**config.mk**
```make
export PLATFORM = sky130hd
export DESIGN_NAME = pcpi_cmd_initiator
export DESIGN_NICKNAME = d
export VERILOG_FILES = /design/src/rtl/pcpi_pkg.sv /design/src/rtl/pcpi_cmd_initiator.sv
export SDC_FILE = /design/constraint.sdc
export NUM_CORES = 1
export LEC_CHECK = 0
export ABC_AREA = 0
export CORE_ASPECT_RATIO = 1.1
export CORE_MARGIN = 3
export CORE_UTILIZATION = 41
export DETAILED_ROUTE_END_ITERATION = 10
export GPL_ROUTABILITY_DRIVEN = 1
export PLACE_DENSITY = 0.79
export SYNTH_ARGS = -nofsm -noshare
export SYNTH_HDL_FRONTEND = slang
export SYNTH_SLANG_ARGS = --single-unit
```
**constraint.sdc**
```tcl
create_clock -name clk -period 2.5 [get_ports clk]
set_input_delay 0.5 -clock clk [delete_from_list [all_inputs] [get_ports clk]]
set_output_delay 0.5 -clock clk [all_outputs]
set_load 0.02 [all_outputs]
```
**src/rtl/pcpi_pkg.sv**
```systemverilog
// rtl/pcpi_pkg.sv - shared constants, FSM state type and instruction encoder for the PCPI initiator
package pcpi_pkg;

    localparam logic [6:0] CUSTOM0     = 7'b0001011;

    localparam logic [2:0] F3_LOAD     = 3'b000;
    localparam logic [2:0] F3_CLEAR    = 3'b101;
    localparam logic [2:0] F3_START    = 3'b111;

    localparam logic [4:0] A_BASE      = 5'd0;
    localparam logic [4:0] B_BASE      = 5'd9;
    localparam logic [4:0] BIAS_BASE   = 5'd18;
    localparam logic [4:0] THRESH_ADDR = 5'd27;

    typedef enum logic [1:0] {
        ST_IDLE  = 2'd0,
        ST_ISSUE = 2'd1,
        ST_RESP  = 2'd2,
        ST_GAP   = 2'd3
    } pcpi_state_e;

    // Pack a high-level command into a custom-0 style instruction word
    function automatic logic [31:0] encode_insn(
        input logic [6:0]  opcode,
        input logic [2:0]  funct3,
        input logic [4:0]  addr,
        input logic [15:0] value
    );
        return {1'b0, value, funct3, addr, opcode};
    endfunction

endpackage

```
**src/rtl/pcpi_cmd_initiator.sv**
```systemverilog
// rtl/pcpi_cmd_initiator.sv - command-stream to PCPI handshake initiator with timeout and response stream
module pcpi_cmd_initiator
    import pcpi_pkg::*;
#(
    parameter logic [6:0] OPCODE         = CUSTOM0,
    parameter int         TIMEOUT_CYCLES = 16,
    parameter int         GAP_CYCLES     = 1
) (
    input  logic        clk,
    input  logic        resetn,
    input  logic        cmd_valid,
    output logic        cmd_ready,
    input  logic [2:0]  cmd_funct3,
    input  logic [4:0]  cmd_addr,
    input  logic [15:0] cmd_value,
    output logic        pcpi_valid,
    output logic [31:0] pcpi_insn,
    input  logic        pcpi_wr,
    input  logic [31:0] pcpi_rd,
    input  logic        pcpi_wait,
    input  logic        pcpi_ready,
    output logic        rsp_valid,
    input  logic        rsp_ready,
    output logic [31:0] rsp_data,
    output logic        rsp_wr,
    output logic        rsp_timeout,
    output logic        busy
);

    localparam int             CW      = $clog2(TIMEOUT_CYCLES) + 1;
    localparam logic [CW-1:0]  TO_LAST = CW'(TIMEOUT_CYCLES - 1);
    localparam int             GW      = $clog2(GAP_CYCLES + 1) + 1;

    pcpi_state_e    state_q, state_d;
    logic           cmd_ready_q, cmd_ready_d;
    logic           pcpi_valid_q, pcpi_valid_d;
    logic [31:0]    insn_q, insn_d;
    logic [CW-1:0]  to_cnt_q, to_cnt_d;
    logic [GW-1:0]  gap_cnt_q, gap_cnt_d;
    logic           rsp_valid_q, rsp_valid_d;
    logic [31:0]    rsp_data_q, rsp_data_d;
    logic           rsp_wr_q, rsp_wr_d;
    logic           rsp_timeout_q, rsp_timeout_d;
    logic           busy_q, busy_d;

    // Next-state and next-output logic; every output is registered from here
    always_comb begin
        state_d       = state_q;
        pcpi_valid_d  = pcpi_valid_q;
        insn_d        = insn_q;
        to_cnt_d      = to_cnt_q;
        gap_cnt_d     = gap_cnt_q;
        rsp_valid_d   = rsp_valid_q;
        rsp_data_d    = rsp_data_q;
        rsp_wr_d      = rsp_wr_q;
        rsp_timeout_d = rsp_timeout_q;

        case (state_q)
            ST_IDLE: begin
                if (cmd_valid && cmd_ready_q) begin
                    insn_d       = encode_insn(OPCODE, cmd_funct3, cmd_addr, cmd_value);
                    pcpi_valid_d = 1'b1;
                    to_cnt_d     = '0;
                    state_d      = ST_ISSUE;
                end
            end
            ST_ISSUE: begin
                // pcpi_valid is always high here, so ready is already qualified
                if (pcpi_ready) begin
                    rsp_data_d    = pcpi_rd;
                    rsp_wr_d      = pcpi_wr;
                    rsp_timeout_d = 1'b0;
                    rsp_valid_d   = 1'b1;
                    pcpi_valid_d  = 1'b0;
                    gap_cnt_d     = '0;
                    state_d       = ST_RESP;
                end else if (pcpi_wait) begin
                    to_cnt_d = '0;
                end else if (to_cnt_q == TO_LAST) begin
                    rsp_data_d    = '0;
                    rsp_wr_d      = 1'b0;
                    rsp_timeout_d = 1'b1;
                    rsp_valid_d   = 1'b1;
                    pcpi_valid_d  = 1'b0;
                    gap_cnt_d     = '0;
                    state_d       = ST_RESP;
                end else begin
                    to_cnt_d = to_cnt_q + 1'b1;
                end
            end
            ST_RESP: begin
                // Response-hold cycles already have pcpi_valid low, so they count toward the gap
                if (gap_cnt_q != '1) begin
                    gap_cnt_d = gap_cnt_q + 1'b1;
                end
                if (rsp_ready) begin
                    rsp_valid_d = 1'b0;
                    state_d     = ST_GAP;
                end
            end
            ST_GAP: begin
                if (gap_cnt_q != '1) begin
                    gap_cnt_d = gap_cnt_q + 1'b1;
                end
                if (int'(gap_cnt_q) + 1 >= GAP_CYCLES) begin
                    state_d = ST_IDLE;
                end
            end
            default: begin
                state_d      = ST_IDLE;
                pcpi_valid_d = 1'b0;
                rsp_valid_d  = 1'b0;
            end
        endcase

        cmd_ready_d = (state_d == ST_IDLE);
        busy_d      = (state_d != ST_IDLE);
    end

    // State and output registers; async reset drops any in-flight command and response
    always_ff @(posedge clk or negedge resetn) begin
        if (!resetn) begin
            state_q       <= ST_IDLE;
            cmd_ready_q   <= 1'b0;
            pcpi_valid_q  <= 1'b0;
            insn_q        <= '0;
            to_cnt_q      <= '0;
            gap_cnt_q     <= '0;
            rsp_valid_q   <= 1'b0;
            rsp_data_q    <= '0;
            rsp_wr_q      <= 1'b0;
            rsp_timeout_q <= 1'b0;
            busy_q        <= 1'b0;
        end else begin
            state_q       <= state_d;
            cmd_ready_q   <= cmd_ready_d;
            pcpi_valid_q  <= pcpi_valid_d;
            insn_q        <= insn_d;
            to_cnt_q      <= to_cnt_d;
            gap_cnt_q     <= gap_cnt_d;
            rsp_valid_q   <= rsp_valid_d;
            rsp_data_q    <= rsp_data_d;
            rsp_wr_q      <= rsp_wr_d;
            rsp_timeout_q <= rsp_timeout_d;
            busy_q        <= busy_d;
        end
    end

    assign cmd_ready   = cmd_ready_q;
    assign pcpi_valid  = pcpi_valid_q;
    assign pcpi_insn   = insn_q;
    assign rsp_valid   = rsp_valid_q;
    assign rsp_data    = rsp_data_q;
    assign rsp_wr      = rsp_wr_q;
    assign rsp_timeout = rsp_timeout_q;
    assign busy        = busy_q;

endmodule

```
==> metrics.cfg <==
[status]
outcome = complete, no violations

[setup_path]
crit_buf_inv = 1
cp-end-kind = flip-flop
r2r_cells = 7
crit_path_end = rsp_data[30]
cp_top_family = compound AO/OA/AOI/OAI gates
crit_type = flip-flop to flip-flop
critical_path.max_stage_delay_ps = 410
cp.arrival_ps = 2440
rrSetupSlack_ps = 330
required_ps = 2770
r2r_start = to_cnt_q[0]
cp_max_fo = 18
startpoint = to_cnt_q[0]
crit_path_frequent_cell = ha_1
cp.depth = 7
cp_cell_sequence = ha_1 > and3_1 > ha_1 > nor2b_1 > o21ai_2 > buf_4 > a22o_1
worst_path_max_delay_cell = dfrtp_1
critPathLaunchType = flip-flop
rr_endpoint = rsp_data[30]

[global_route]
grt_start_max_net_pins = 73
overflow = 0
grt_antenna_before_repair = 0
track_usage_pct = 17.5
grt_pass1_vias = 2285
grt_pass1_wl_um = 11100

[final_layout]
drive_gt1_share_pct = 13.4
area_growth_pct = 50.4
n_fill_cell = 532
design_area_um2 = 4400
antenna_cells = 0
multiInputGateArea_um2 = 963
ff_latch_area_um2 = 1800
fin_cells = 434
fin_nets = 415

[synthesis]
async_reset_ff_share_pct = 100
synth-edff-count = 0
ys_warn_count = 0
synth_ff_type = dfrtp_1
synthMuxAreaShare_pct = 9.25
syn_area_um2 = 2920
ys_types = 33
synthAdderAreaFrac_pct = 2.14
yosys.area_share.simple_pct = 6.38
seq_area_frac_synth_pct = 61.6
synth_most_common_cell = dfrtp_1
netlist_instances = 219
netlist_top_cells_area = dfrtp_1 (62%), a22o_1 (10%), mux2_2 (8.9%), ha_1 (2.1%), buf_6 (1.9%)
synth_top_family_by_area = compound AO/OA/AOI/OAI gates
synth_top_area_cell = dfrtp_1
yosys.area_share.xor_xnor_pct = 0
synth_top_area_share_pct = 61.6
yosys_register_bits = 72
synth_commonest_cells = dfrtp_1 (72), a22o_1 (35), mux2_2 (23)
synth-compound-area-share_pct = 14.6
syn-mean-instance-area_um2 = 13.3

[power]
p_leak_nw = 1.94
power.total_mw = 5.69
vdd_ir_drop_max_uv = 722
p_per_area_nw_per_um2 = 1290

[sta]
finalCritPeriodShare_pct = 86.8
hold_viol = 0
clock_skew_ps = 9.66
max_slew_margin_pct = 40.4
rsz0062_at_grt = no
fin_ws_ps = 329
period_needed_ps = 2170
worstMarginPinSlew_ps = 893
final_max_slew_viol_count = 0
setup_violations = 0
max_freq_ghz = 0.461
setup_tns_ps = 0

[placed_design]
place_area_um2 = 4220
place_inst = 418
portBuffers = 127
dp_slack_ps = 317
place.detailed.hpwl_um = 5010
gp_congestion = 0.781

[floorplan]
rows = 31
dieArea_um2 = 8180
die_y_um = 94.6
design.core.area_um2 = 6750
start_util_pct = 43.3
ios = 133
die_w_um = 86.5

[detailed_routing]
drc_errors = 0
viasPerCell = 5.04
wirelength_um = 6910
drt_iter0_drc = 51
ant_nets = 0
first_pass_iters = 4
routedWlPerCell_um = 15.9
vias = 2186

[hold_path]
hold_class = input pin to asynchronous set/reset pin

[cts]
cts_hold_buf = 0
cts_made_buffers = 9
h-tree-depth = 3
clk_latency_ps = 330
cts.path.max_buffers = 2
cts_tree = yes
cts_root_buf = clkbuf_8
clkTransAtPathRegs_ps = 70
cts_num_sinks = 72
postCtsSetupBuffers = 0
cts_resized = 0

[flow_run]
cap_violations = 0

-- registers in the layout (all words and copies together), names as in the netlist --
name         flops
busy             1
cmd_ready        1
gap_cnt_q        2
pcpi_insn       25
pcpi_valid       1
rsp_data        32
rsp_timeout      1
rsp_valid        1
rsp_wr           1
state_q          2
to_cnt_q         5
-- through the flow --
stage / util (%) / hold slack [ps]
2_1_floorplan: - / 204
3_3_place_gp: 62.5 / 455
3_5_place_dp: 62.5 / 463
4_1_cts: 65.1 / 320
5_1_grt: 65.1 / 354
6_report: 65.1 / 285
-- final cells by class --
class | count | share of cell area, %
flip-flops and latches | 72 | 41.0
well taps | 82 | 2.33
clock buffers | 12 | 3.07
repair buffers | 132 | 30.0
clock inverters | 4 | 1.02
inverters | 8 | 0.683
multi-input cells | 124 | 21.9
-- cell usage in the layout (no fill, tap or decap), types with 2 or more instances in the layout --
| master | count |
|---|---|
| clkdlybuf4s50_1 | 126 |
| dfrtp_1 | 72 |
| a22o_1 | 35 |
| mux2_2 | 23 |
| nor2_1 | 10 |
| nand2_1 | 9 |
| clkbuf_8 | 9 |
| inv_1 | 8 |
| o21ai_0 | 6 |
| ha_1 | 5 |
| conb_1 | 5 |
| buf_4 | 5 |
| nand3_1 | 4 |
| a31oi_1 | 3 |
| a21oi_1 | 3 |
| nand2b_1 | 3 |
| clkbuf_1 | 3 |
| clkinv_2 | 3 |
| and3_1 | 2 |
| a21o_1 | 2 |
-- worst min path at each step --
stage                    endpoint  slack [ps]  cells past startpoint
floorplan                    busy         200                      0
global placement     rsp_data[19]         450                      2
global route        pcpi_insn[21]         350                      1
finish              pcpi_insn[21]         290                      1
detailed placement   rsp_data[19]         460                      2
CTS                 pcpi_insn[21]         320                      1
-- layer usage --
metal  global-route usage [%]  routed length, um  vias up
met1                     21.6               2890     1063
met4                     7.53                104        0
met5                        0                  0        -
li1                         -                  -     1026
met3                     3.32                374       12
met2                     29.7               3540       85
-- power by group --
| part | internal [mW] | total (mW) | leakage (nW) | switching [mW] |
|---|---|---|---|---|
| Combinational | 1.46 | 2.77 | 0.958 | 1.30 |
| Sequential | 1.70 | 2.05 | 0.885 | 0.349 |
| Clock | 0.457 | 0.865 | 0.0941 | 0.407 |
| Total | 3.63 | 5.69 | 1.94 | 2.06 |
-- logic make-up (layout without fill, tap and decap cells) --
kind of cell               after synthesis  count (layout)
other                                    1               5
buffers and inverters                   27             156
adders and majority gates                5               5
AOI/OAI and AO/OA                       54              54
DFF                                     72              72
muxes                                   24              24
and+or+nand+nor                         36              36
Power figures use the tool's default switching activity.
